==> config.mk <==
export PLATFORM = sky130hd
export DESIGN_NAME = router_fsm_nch_flat
export DESIGN_NICKNAME = d
export VERILOG_FILES = /design/src/rtl/router_fsm_nch_if.sv /design/src/rtl/router_fsm_nch.sv /design/src/flat_wrapper.sv
export SDC_FILE = /design/constraint.sdc
export NUM_CORES = 1
export LEC_CHECK = 0
export ABC_AREA = 1
export CAP_MARGIN = 0
export CORE_UTILIZATION = 40
export CTS_CLUSTER_SIZE = 20
export DETAILED_ROUTE_END_ITERATION = 6
export PLACE_DENSITY_LB_ADDON = 0.15
export SLEW_MARGIN = 20
export SYNTH_ARGS = -nofsm -noshare
export SYNTH_HDL_FRONTEND = slang
export SYNTH_SLANG_ARGS = --single-unit
==> constraint.sdc <==
create_clock -name clk -period 1.8 [get_ports clk]
set_input_delay 0.18 -clock clk [delete_from_list [all_inputs] [get_ports clk]]
set_output_delay 0.18 -clock clk [all_outputs]
set_load 0.01 [all_outputs]
==> src/rtl/router_fsm_nch_if.sv <==
// router_fsm_nch_if -- signal bundle between the packet source / FIFO side
// and the router control FSM.
//   master : packet source + FIFO status side (drives FSM inputs)
//   slave  : router_fsm_nch (drives state decodes, sel_ch, pulses)
// Parameters: NUM_CH output channels, ADDR_W header address width.
interface router_fsm_nch_if #(
    parameter int NUM_CH = 3,
    parameter int ADDR_W = 2
);
    logic              pkt_valid;
    logic [ADDR_W-1:0] din_addr;
    logic [NUM_CH-1:0] fifo_full;
    logic [NUM_CH-1:0] fifo_empty;
    logic [NUM_CH-1:0] soft_rst;
    logic              parity_done;
    logic              low_pkt_valid;

    logic              detect_addr;
    logic              lfd_state;
    logic              ld_state;
    logic              laf_state;
    logic              full_state;
    logic              rst_int_reg;
    logic              wr_en_req;
    logic              busy;
    logic [ADDR_W-1:0] sel_ch;
    logic              addr_err;
    logic              drop_pkt;

    modport master (
        output pkt_valid, din_addr, fifo_full, fifo_empty, soft_rst,
               parity_done, low_pkt_valid,
        input  detect_addr, lfd_state, ld_state, laf_state, full_state,
               rst_int_reg, wr_en_req, busy, sel_ch, addr_err, drop_pkt
    );

    modport slave (
        input  pkt_valid, din_addr, fifo_full, fifo_empty, soft_rst,
               parity_done, low_pkt_valid,
        output detect_addr, lfd_state, ld_state, laf_state, full_state,
               rst_int_reg, wr_en_req, busy, sel_ch, addr_err, drop_pkt
    );
endinterface

==> src/rtl/router_fsm_nch.sv <==
// router_fsm_nch -- control FSM of an N-channel packet router.
// Decodes the header address, waits for the destination FIFO to drain,
// steers payload/parity writes and handles FIFO-full back-pressure.
// Ports:
//   clk   : clock, rising edge
//   rst   : asynchronous active-low reset
//   bus   : router_fsm_nch_if.slave (packet/FIFO status in, state decodes,
//           sel_ch, addr_err / drop_pkt pulses out)
// Parameters: NUM_CH (2..16), ADDR_W (NUM_CH <= 2**ADDR_W),
//             TIMEOUT_CYC (1..65535, used only with the timeout feature).
// Build option: define ROUTER_WAIT_TIMEOUT_EN to enable the
// WAIT_TILL_EMPTY timeout that discards the packet via DROP_PACKET.
// Without it there is no counter, DROP_PACKET is unreachable and
// drop_pkt is tied low.
module router_fsm_nch #(
    parameter int NUM_CH      = 3,
    parameter int ADDR_W      = 2,
    parameter int TIMEOUT_CYC = 255
) (
    input logic            clk,
    input logic            rst,
    router_fsm_nch_if.slave bus
);

    if (NUM_CH < 2 || NUM_CH > 16 || NUM_CH > (1 << ADDR_W) ||
        TIMEOUT_CYC < 1 || TIMEOUT_CYC > 65535) begin : g_param_check
        $error("router_fsm_nch: illegal parameter combination");
    end

    typedef enum logic [3:0] {
        DECODE_ADDRESS     = 4'd0,
        LOAD_FIRST_DATA    = 4'd1,
        LOAD_DATA          = 4'd2,
        WAIT_TILL_EMPTY    = 4'd3,
        FIFO_FULL_STATE    = 4'd4,
        LOAD_AFTER_FULL    = 4'd5,
        LOAD_PARITY        = 4'd6,
        CHECK_PARITY_ERROR = 4'd7,
        DROP_PACKET        = 4'd8
    } state_t;

    state_t            state, next_state;
    logic [ADDR_W-1:0] sel_q, sel_d;
    logic              addr_ok, din_empty;
    logic              sel_full, sel_empty, sel_srst;
    logic              addr_err_c, drop_c;
    logic              timeout_hit;

    // Channel lookups by loop so an address wider than the channel count
    // never indexes past the end of the per-channel vectors.
    always_comb begin
        addr_ok   = 1'b0;
        din_empty = 1'b0;
        sel_full  = 1'b0;
        sel_empty = 1'b0;
        sel_srst  = 1'b0;
        for (int i = 0; i < NUM_CH; i++) begin
            if (bus.din_addr == ADDR_W'(i)) begin
                addr_ok   = 1'b1;
                din_empty = bus.fifo_empty[i];
            end
            if (sel_q == ADDR_W'(i)) begin
                sel_full  = bus.fifo_full[i];
                sel_empty = bus.fifo_empty[i];
                sel_srst  = bus.soft_rst[i];
            end
        end
    end

`ifdef ROUTER_WAIT_TIMEOUT_EN
    logic [15:0] wait_cnt;

    // Held at zero outside WAIT_TILL_EMPTY, so it reads 0 on the first
    // waiting cycle and TIMEOUT_CYC-1 on the last one allowed.
    always_ff @(posedge clk or negedge rst) begin
        if (!rst)
            wait_cnt <= '0;
        else if (state == WAIT_TILL_EMPTY)
            wait_cnt <= wait_cnt + 16'd1;
        else
            wait_cnt <= '0;
    end

    assign timeout_hit = (wait_cnt == 16'(TIMEOUT_CYC - 1));
`else
    assign timeout_hit = 1'b0;
`endif

    always_ff @(posedge clk or negedge rst) begin
        if (!rst) begin
            state <= DECODE_ADDRESS;
            sel_q <= '0;
        end else begin
            state <= next_state;
            sel_q <= sel_d;
        end
    end

    always_comb begin
        next_state = state;
        sel_d      = sel_q;
        addr_err_c = 1'b0;
        drop_c     = 1'b0;
        case (state)
            DECODE_ADDRESS: begin
                if (bus.pkt_valid) begin
                    if (addr_ok) begin
                        sel_d      = bus.din_addr;
                        next_state = din_empty ? LOAD_FIRST_DATA : WAIT_TILL_EMPTY;
                    end else begin
                        addr_err_c = 1'b1;
                    end
                end
            end
            LOAD_FIRST_DATA: next_state = LOAD_DATA;
            LOAD_DATA: begin
                if (sel_full)
                    next_state = FIFO_FULL_STATE;
                else if (!bus.pkt_valid)
                    next_state = LOAD_PARITY;
            end
            WAIT_TILL_EMPTY: begin
                // Drain on the expiry cycle still wins over the timeout.
                if (sel_empty) begin
                    next_state = LOAD_FIRST_DATA;
                end else if (timeout_hit) begin
                    next_state = DROP_PACKET;
                    drop_c     = 1'b1;
                end
            end
            FIFO_FULL_STATE: begin
                if (!sel_full)
                    next_state = LOAD_AFTER_FULL;
            end
            LOAD_AFTER_FULL: begin
                if (bus.parity_done)
                    next_state = DECODE_ADDRESS;
                else if (bus.low_pkt_valid)
                    next_state = LOAD_PARITY;
                else
                    next_state = LOAD_DATA;
            end
            LOAD_PARITY: next_state = CHECK_PARITY_ERROR;
            CHECK_PARITY_ERROR: begin
                next_state = sel_full ? FIFO_FULL_STATE : DECODE_ADDRESS;
            end
`ifdef ROUTER_WAIT_TIMEOUT_EN
            DROP_PACKET: begin
                if (!bus.pkt_valid)
                    next_state = DECODE_ADDRESS;
            end
`endif
            default: next_state = DECODE_ADDRESS;
        endcase

        // Read-side soft reset of the selected channel abandons the packet.
        if (state != DECODE_ADDRESS && sel_srst) begin
            next_state = DECODE_ADDRESS;
            drop_c     = 1'b0;
        end
    end

    assign bus.detect_addr = (state == DECODE_ADDRESS);
    assign bus.lfd_state   = (state == LOAD_FIRST_DATA);
    assign bus.ld_state    = (state == LOAD_DATA);
    assign bus.laf_state   = (state == LOAD_AFTER_FULL);
    assign bus.full_state  = (state == FIFO_FULL_STATE);
    assign bus.rst_int_reg = (state == CHECK_PARITY_ERROR);
    assign bus.wr_en_req   = (state == LOAD_DATA) || (state == LOAD_PARITY) ||
                             (state == LOAD_AFTER_FULL);
    assign bus.busy        = !((state == DECODE_ADDRESS) || (state == LOAD_DATA) ||
                               (state == DROP_PACKET));
    assign bus.sel_ch      = sel_q;
    // addr_err is combinational on pkt_valid, so mask it while reset is held.
    assign bus.addr_err    = addr_err_c & rst;
    assign bus.drop_pkt    = drop_c;

endmodule

==> src/flat_wrapper.sv <==
// flat-port wrapper written by rule: the top's interface ports become plain ports
module router_fsm_nch_flat 
#(
    parameter int NUM_CH      = 3,
    parameter int ADDR_W      = 2,
    parameter int TIMEOUT_CYC = 255
)
  (clk, rst, bus_pkt_valid, bus_din_addr, bus_fifo_full, bus_fifo_empty, bus_soft_rst, bus_parity_done, bus_low_pkt_valid, bus_detect_addr, bus_lfd_state, bus_ld_state, bus_laf_state, bus_full_state, bus_rst_int_reg, bus_wr_en_req, bus_busy, bus_sel_ch, bus_addr_err, bus_drop_pkt);
  router_fsm_nch_if #(.NUM_CH(NUM_CH), .ADDR_W(ADDR_W)) bus_i ();
  input logic clk;
  input logic rst;
  input wire logic [$bits(bus_i.pkt_valid)-1:0] bus_pkt_valid;
  input wire logic [$bits(bus_i.din_addr)-1:0] bus_din_addr;
  input wire logic [$bits(bus_i.fifo_full)-1:0] bus_fifo_full;
  input wire logic [$bits(bus_i.fifo_empty)-1:0] bus_fifo_empty;
  input wire logic [$bits(bus_i.soft_rst)-1:0] bus_soft_rst;
  input wire logic [$bits(bus_i.parity_done)-1:0] bus_parity_done;
  input wire logic [$bits(bus_i.low_pkt_valid)-1:0] bus_low_pkt_valid;
  output wire logic [$bits(bus_i.detect_addr)-1:0] bus_detect_addr;
  output wire logic [$bits(bus_i.lfd_state)-1:0] bus_lfd_state;
  output wire logic [$bits(bus_i.ld_state)-1:0] bus_ld_state;
  output wire logic [$bits(bus_i.laf_state)-1:0] bus_laf_state;
  output wire logic [$bits(bus_i.full_state)-1:0] bus_full_state;
  output wire logic [$bits(bus_i.rst_int_reg)-1:0] bus_rst_int_reg;
  output wire logic [$bits(bus_i.wr_en_req)-1:0] bus_wr_en_req;
  output wire logic [$bits(bus_i.busy)-1:0] bus_busy;
  output wire logic [$bits(bus_i.sel_ch)-1:0] bus_sel_ch;
  output wire logic [$bits(bus_i.addr_err)-1:0] bus_addr_err;
  output wire logic [$bits(bus_i.drop_pkt)-1:0] bus_drop_pkt;
  assign bus_i.pkt_valid = bus_pkt_valid;
  assign bus_i.din_addr = bus_din_addr;
  assign bus_i.fifo_full = bus_fifo_full;
  assign bus_i.fifo_empty = bus_fifo_empty;
  assign bus_i.soft_rst = bus_soft_rst;
  assign bus_i.parity_done = bus_parity_done;
  assign bus_i.low_pkt_valid = bus_low_pkt_valid;
  assign bus_detect_addr = bus_i.detect_addr;
  assign bus_lfd_state = bus_i.lfd_state;
  assign bus_ld_state = bus_i.ld_state;
  assign bus_laf_state = bus_i.laf_state;
  assign bus_full_state = bus_i.full_state;
  assign bus_rst_int_reg = bus_i.rst_int_reg;
  assign bus_wr_en_req = bus_i.wr_en_req;
  assign bus_busy = bus_i.busy;
  assign bus_sel_ch = bus_i.sel_ch;
  assign bus_addr_err = bus_i.addr_err;
  assign bus_drop_pkt = bus_i.drop_pkt;
  router_fsm_nch #(.NUM_CH(NUM_CH), .ADDR_W(ADDR_W), .TIMEOUT_CYC(TIMEOUT_CYC)) u_core (.clk(clk), .rst(rst), .bus(bus_i));
endmodule
==> key figures, run 1 <==
Floorplanning
  – # IOs: 28
  – Die Area: 0.001558 sq mm
  – Row cnt: 13
  – Chip width: 39.48 microns
  – Starting Density: 0.4317
  – Die Height: 39.48 microns
  – CORE AREA: 0.001301 sq mm

Critical path
  – Worst EP required: 1.62 ns
  – CP startpoint kind: flip-flop
  – CP peak stage delay: 0.55 ns
  – Critical path endpoint category: output pin
  – Worst-path cell chain: inv_1 > nand2_1 > nor2_2 > clkdlybuf4s50_1
  – Reg2reg start: u_core.bus.sel_ch[1]
  – Crit-path slowest cell: clkdlybuf4s50_1
  – Cells on worst reg2reg path: 8
  – Worst EP arrival: 1.55 ns
  – Worst reg2reg endpoint: u_core.state[2]
  – Critical path destination: bus_ld_state
  – Kind of critical path: flip-flop to output pin
  – Reg-to-reg slack, setup: 0.38 ns
  – Crit path from: u_core.state[0]
  – Crit Path Max Fanout: 6

Yosys
  – Yosys Warn Count: 0
  – Mapped cell area: 561.8 sq um
  – Register bit count reported by yosys: 5
  – Post-synth top flop: dfrtp_1
  – Most frequent cells after synthesis: nand2_1 (25), nand3_1 (19), inv_1 (18), nor2_1 (13), dfrtp_1 (5)
  – Mapped Avg Cell Area: 5.618 sq um
  – Synthesized net count: 116
  – Post-synth cell types: 17
  – Most frequent cell after synthesis: nand2_1
  – Post-synth top area cell: dfrtp_1
  – Yosys top cell area share: 0.2227
  – Sequential area share after synthesis: 0.2227
  – Asr flop ratio synth: 1.000
  – Largest cells by area after synthesis: dfrtp_1 (22%), nand3_1 (17%), nand2_1 (17%)
  – Cells after Synth: 100
  – EDFF count, synth: 0

Timing
  – Setup ws final: 0.07492 ns
  – Unrepaired setup endpoints after global routing: yes
  – Final Hold Viols: 0
  – Final setup fails: 0
  – FMAX: 579.7 MHz
  – Hold Slack: 0.2544 ns
  – Worst Clk Skew: 0.007433 ns
  – Max-slew violation count: 0
  – Min Tclk post-route: 1.725 ns
  – Fin crit share: 0.9584

Routing
  – Starting DRT DRC Count: 6
  – Vias: 719
  – Vias per std cell: 4.858
  – Final wirelength: 1494 microns
  – WL/cell: 10.09 microns
  – Routed Antenna Nets: 0
  – Residual DRC count: 0
  – Drt pass-1 iters: 4

CTS
  – Post-CTS Setup Inserts: 0
  – Hold_buf cts: 0
  – TritonCTS clock tree: yes
  – Clock buffer depth: 2
  – CTS clk-pin slew, worst paths: 0.05 ns
  – H-tree depth: 1
  – Total CTS buffers: 3
  – Clock Root Buffer: clkbuf_4
  – Clock latency on the worst-skew pair: 0.24 ns
  – Clk sinks: 5

Power
  – VDD IR max: 0.9382 mV
  – PD cells: 1460 mW/mm^2
  – Leakage: 0.4944 nW

Final layout
  – Layout cells sized above 1: 0.1353
  – Post-route insts no fill: 148
  – Fill count: 137
  – Area grow syn2layout: 59.91%
  – ANT cells: 0
  – Post-route design area: 898.4 sq um
  – Final net count: 150

Global route
  – First-pass GRT wire length: 2208 microns
  – Vias in the first global route: 583
  – Pin count of the biggest net entering global routing: 8
  – GR Overflow Total: 0
  – Total Routing Usage GR: 0.2128
  – Initial antenna violation count: 0

Placement
  – Count of input and output buffers: 26
  – Placer Congestion: 0.8266
  – Dpl cells: 144
  – Dpl cell area: 863.3 sq um
  – Place WS: 0.04784 ns
  – DP Wirelength: 1240 microns

Run
  – Max cap viols: 0

Worst hold path
  – Min-Delay Path Class: input port to asynchronous set/reset pin

Status
  – Status: finished clean
-- per-stage QoR --
| step | setup TNS [ns] | util | total power, W |
|---|---|---|---|
| global placement | 0 | 0.6635 | 0.001157 |
| detailed placement | 0 | 0.6635 | 0.001170 |
| global route | -0.01417 | 0.6904 | 0.001441 |
| floorplan | 0 | - | 0.0008028 |
| CTS | 0 | 0.6846 | 0.001312 |
| finish | 0 | 0.6904 | 0.001312 |
-- per-layer routing --
layer  track usage  part of all wire  routed length (microns)
met1        0.2517              0.46                      694
met2        0.3893              0.49                      738
met3       0.03409             0.035                       53
met4       0.05172            0.0054                        8
met5             0                 0                        0
-- cell usage in the layout (no fill, tap or decap) --
master | Yosys | final
nand4_1 | 3 | 3
inv_1 | 18 | 18
nor3_4 | 1 | 1
nor2_4 | 1 | 1
a21oi_1 | 3 | 3
clkdlybuf4s50_1 | 0 | 24
nand2_1 | 25 | 25
clkbuf_1 | 0 | 1
inv_2 | 3 | 3
nand2_4 | 1 | 1
a22oi_1 | 1 | 1
nand3_1 | 19 | 19
conb_1 | 1 | 1
nand3b_1 | 1 | 1
dfrtp_1 | 5 | 3
o21ai_0 | 3 | 3
clkbuf_4 | 0 | 3
dlygate4sd2_1 | 0 | 1
nor2_2 | 1 | 3
buf_4 | 1 | 4
dlymetal6s2s_1 | 0 | 1
nor2_1 | 13 | 11
dfrtp_2 | 0 | 2
-- sequential cells by signal, indices dropped and copies added, names as in the netlist --
name,cells
u_core.bus.sel_ch,2
u_core.state,3
-- worst max-delay path: cells and delay by family, from the launching register on --
family,cells,cell delay [ns]
buf+inv,2,0.63
flops,1,0.43
simple gates,2,0.25
-- where the power goes --
| group | internal [W] | switching (W) |
|---|---|---|
| logic | 0.000422 | 0.000504 |
| registers | 0.000171 | 0.0000844 |
| clock network | 0.0000839 | 0.0000472 |
| total | 0.000677 | 0.000635 |
-- what timing repair did --
item                                    4_1_cts  5_1_grt
resized for setup                             2        4
pin swaps                                     0        1
endpoints found under the setup margin        1        5
-- worst min-delay path by stage --
stage,from,end,cells after the start
after floorplan,rst,u_core.bus.sel_ch[0],0
after global placement,rst,u_core.state[2],2
final,rst,u_core.bus.sel_ch[0],2
after detailed placement,rst,u_core.state[0],2
after CTS,rst,u_core.bus.sel_ch[1],2
after global routing,rst,u_core.state[1],2
-- layout make-up --
type	instances	area [sq um]	share of cell area
Inverter	21	78.83	0.08774
Tap cell	15	18.77	0.02089
Clock buffer	4	26.28	0.02925
Timing Repair Buffer	30	291.5	0.3245
Sequential cell	5	127.6	0.1421
Multi-Input combinational cell	73	355.3	0.3955
-- cell families after synthesis --
family,after synthesis,synth area share
and+or+nand+nor,65,0.5501
buffers and inverters,22,0.1537
AOI/OAI and AO/OA,7,0.06680
DFF,5,0.2227
other,1,0.006675
Power figures use the tool's default switching activity.
==> run 2, diff against run 1 <==
- CORE_UTILIZATION: 40 -> 35
- HOLD_SLACK_MARGIN: default -> 0.05
- clock period: 1.8 -> 1.38 ns (I/O delays scaled with it)
==> key figures, run 2 (synthesis gave the netlist of run 1 again) <==
Status
  – Status: finished, violations left
  – Violated checks: setup timing

Critical path
  – Crit path from: u_core.bus.sel_ch[1]
  – Worst EP arrival: 1.51 ns
  – Worst EP required: 1.50 ns
  – CP startpoint kind: flip-flop
  – Critical path destination: u_core.state[0]
  – Reg2reg start: u_core.bus.sel_ch[1]
  – Worst reg2reg endpoint: u_core.state[0]
  – Crit Path Max Fanout: 4
  – Kind of critical path: flip-flop to flip-flop
  – Cells on worst reg2reg path: 9
  – Critical path endpoint category: flip-flop
  – Reg-to-reg slack, setup: -0.003 ns

Final layout
  – Layout cells sized above 1: 0.4156
  – Most frequent cells in the layout: buf_4 (25), nand2_1 (22), nand3_1 (16)
  – Largest Register: u_core.state
  – Area grow syn2layout: 91.31%
  – Commonest non-fill, non-tap cell in the layout: buf_4
  – Final net count: 171
  – Post-route design area: 0.001075 sq mm
  – ANT cells: 0
  – Final core occ: 0.7135
  – Number of flip-flops in the largest register: 3

Power
  – PD cells: 1974 mW/mm^2
  – VDD IR max: 1.132 mV
  – Logic gate share of total power: 0.766
  – Switching power: 0.001019 W
  – Total Power: 0.002121 W
  – Share of power burned in registers: 0.156
  – Pint: 0.001102 W
  – Switching part of the total: 0.4804
  – Leakage: 0.6079 nW
  – Clock network fraction of total power: 0.079

Floorplanning
  – Chip width: 42.07 microns
  – Starting Density: 0.3729
  – Row cnt: 14
  – Die Area: 0.001769 sq mm
  – # IOs: 28
  – Die Height: 42.07 microns
  – CORE AREA: 0.001506 sq mm

Routing
  – Vias: 797
  – Final wirelength: 1818 microns
  – Residual DRC count: 0
  – Starting DRT DRC Count: 13
  – Drt pass-1 iters: 4
  – Routed Antenna Nets: 0
  – Vias per std cell: 4.688
  – WL/cell: 10.69 microns

Timing
  – Worst Clk Skew: 0.001124 ns
  – Fin crit share: 1.002
  – Unrepaired setup endpoints after global routing: yes
  – Final setup fails: 1
  – Max-slew violation count: 0
  – Setup ws final: -0.002852 ns
  – FMAX: 723.1 MHz
  – Min Tclk post-route: 1.383 ns
  – Final Hold Viols: 0

Global route
  – GR Overflow Total: 0
  – Met2 Use GR: 0.3250
  – Pin count of the biggest net entering global routing: 8
  – Vias in the first global route: 692
  – Met3 usage: 0.03017
  – First-pass GRT wire length: 2677 microns
  – GRT Max-Usage Layer: met2
  – Initial antenna violation count: 0
  – Total Routing Usage GR: 0.1975
  – GR Util met1: 0.2446

CTS
  – H-tree depth: 1
  – Clock buffer depth: 2
  – Total CTS buffers: 3
  – Clock Root Buffer: clkbuf_4
  – Hold_buf cts: 0
  – Clock latency on the worst-skew pair: 0.24 ns
  – Clk sinks: 5
  – TritonCTS clock tree: yes
  – CTS clk-pin slew, worst paths: 0.04 ns

Placement
  – Place WS: -0.2430 ns
  – Dpl cell area: 984.7 sq um
  – Count of input and output buffers: 26
  – Placer Congestion: 0.8158
  – DP Wirelength: 1374 microns

Worst hold path
  – Min-Delay Path Class: input port to asynchronous set/reset pin

Run
  – Max cap viols: 0
run 2: cell types whose count changed in the layout (fill, tap and decap cells not counted), moves of 4 or more:
| cell | delta |
|---|---|
| clkdlybuf4s50_1 | -9 |
| buf_4 | +21 |
| inv_1 | -4 |
| clkbuf_2 | +5 |
| inv_2 | +4 |
run 2: power by group through the flow:
stage / logic, W / registers [W] / clock network [W]
5_1_grt: 0.00179 / 0.000337 / 0.000190
4_1_cts: 0.00144 / 0.000302 / 0.000174
2_1_floorplan: 0.000730 / 0.000317 / 0
6_report: 0.00162 / 0.000331 / 0.000167
3_3_place_gp: 0.00146 / 0.000295 / 0
3_5_place_dp: 0.00148 / 0.000300 / 0
run 2: worst min path at each step:
| stage | start | slack [ns] | cells past startpoint | end |
|---|---|---|---|---|
| floorplan | rst | -0.16 | 0 | u_core.bus.sel_ch[0] |
| global placement | rst | 0.47 | 2 | u_core.state[0] |
| detailed placement | rst | 0.47 | 2 | u_core.state[2] |
| CTS | rst | 0.21 | 2 | u_core.bus.sel_ch[0] |
| global route | rst | 0.21 | 2 | u_core.state[2] |
| finish | rst | 0.20 | 2 | u_core.bus.sel_ch[0] |
run 2: area by class of cell:
cell class                      count  area (sq um)
Multi-Input combinational cell     73         410.4
Fill cell                         121         431.7
Timing Repair Buffer               51         410.4
Clock buffer                        4         26.28
Sequential cell                     5         128.9
Tap cell                           16         20.02
Inverter                           21         78.83
run 2: stage by stage:
stage	TNS (ns)	cells	hold WS (ns)
final	-0.002852	170	0.2041
after floorplan	0	100	-0.1576
after global routing	-0.3193	170	0.2074
after CTS	-0.3426	166	0.2078
after detailed placement	-0.7575	161	0.4662
after global placement	-0.5859	161	0.4674
run 2: worst max-delay path, cell delays in order (launching register included):
cell and delay [ns]:
dfrtp_2 0.45, buf_6 0.14, nand3_2 0.07, nand2_1 0.07
nor2_2 0.12, nand3_2 0.12, nand2_2 0.10, inv_1 0.06
nand3_1 0.07, nand2_1 0.06
run 2: per-layer routing:
layer  share of wire  up-vias
met1            0.44      348
met3           0.038        5
met4           0.020        0
met5               0        -
li1                -      422
met2            0.50       22
run 2: what timing repair did:
action | in CTS | in global routing
setup endpoints to repair | 13 | 11
gates resized for setup | 25 | 32
pin swaps | 1 | 4
setup buffers | 1 | 4
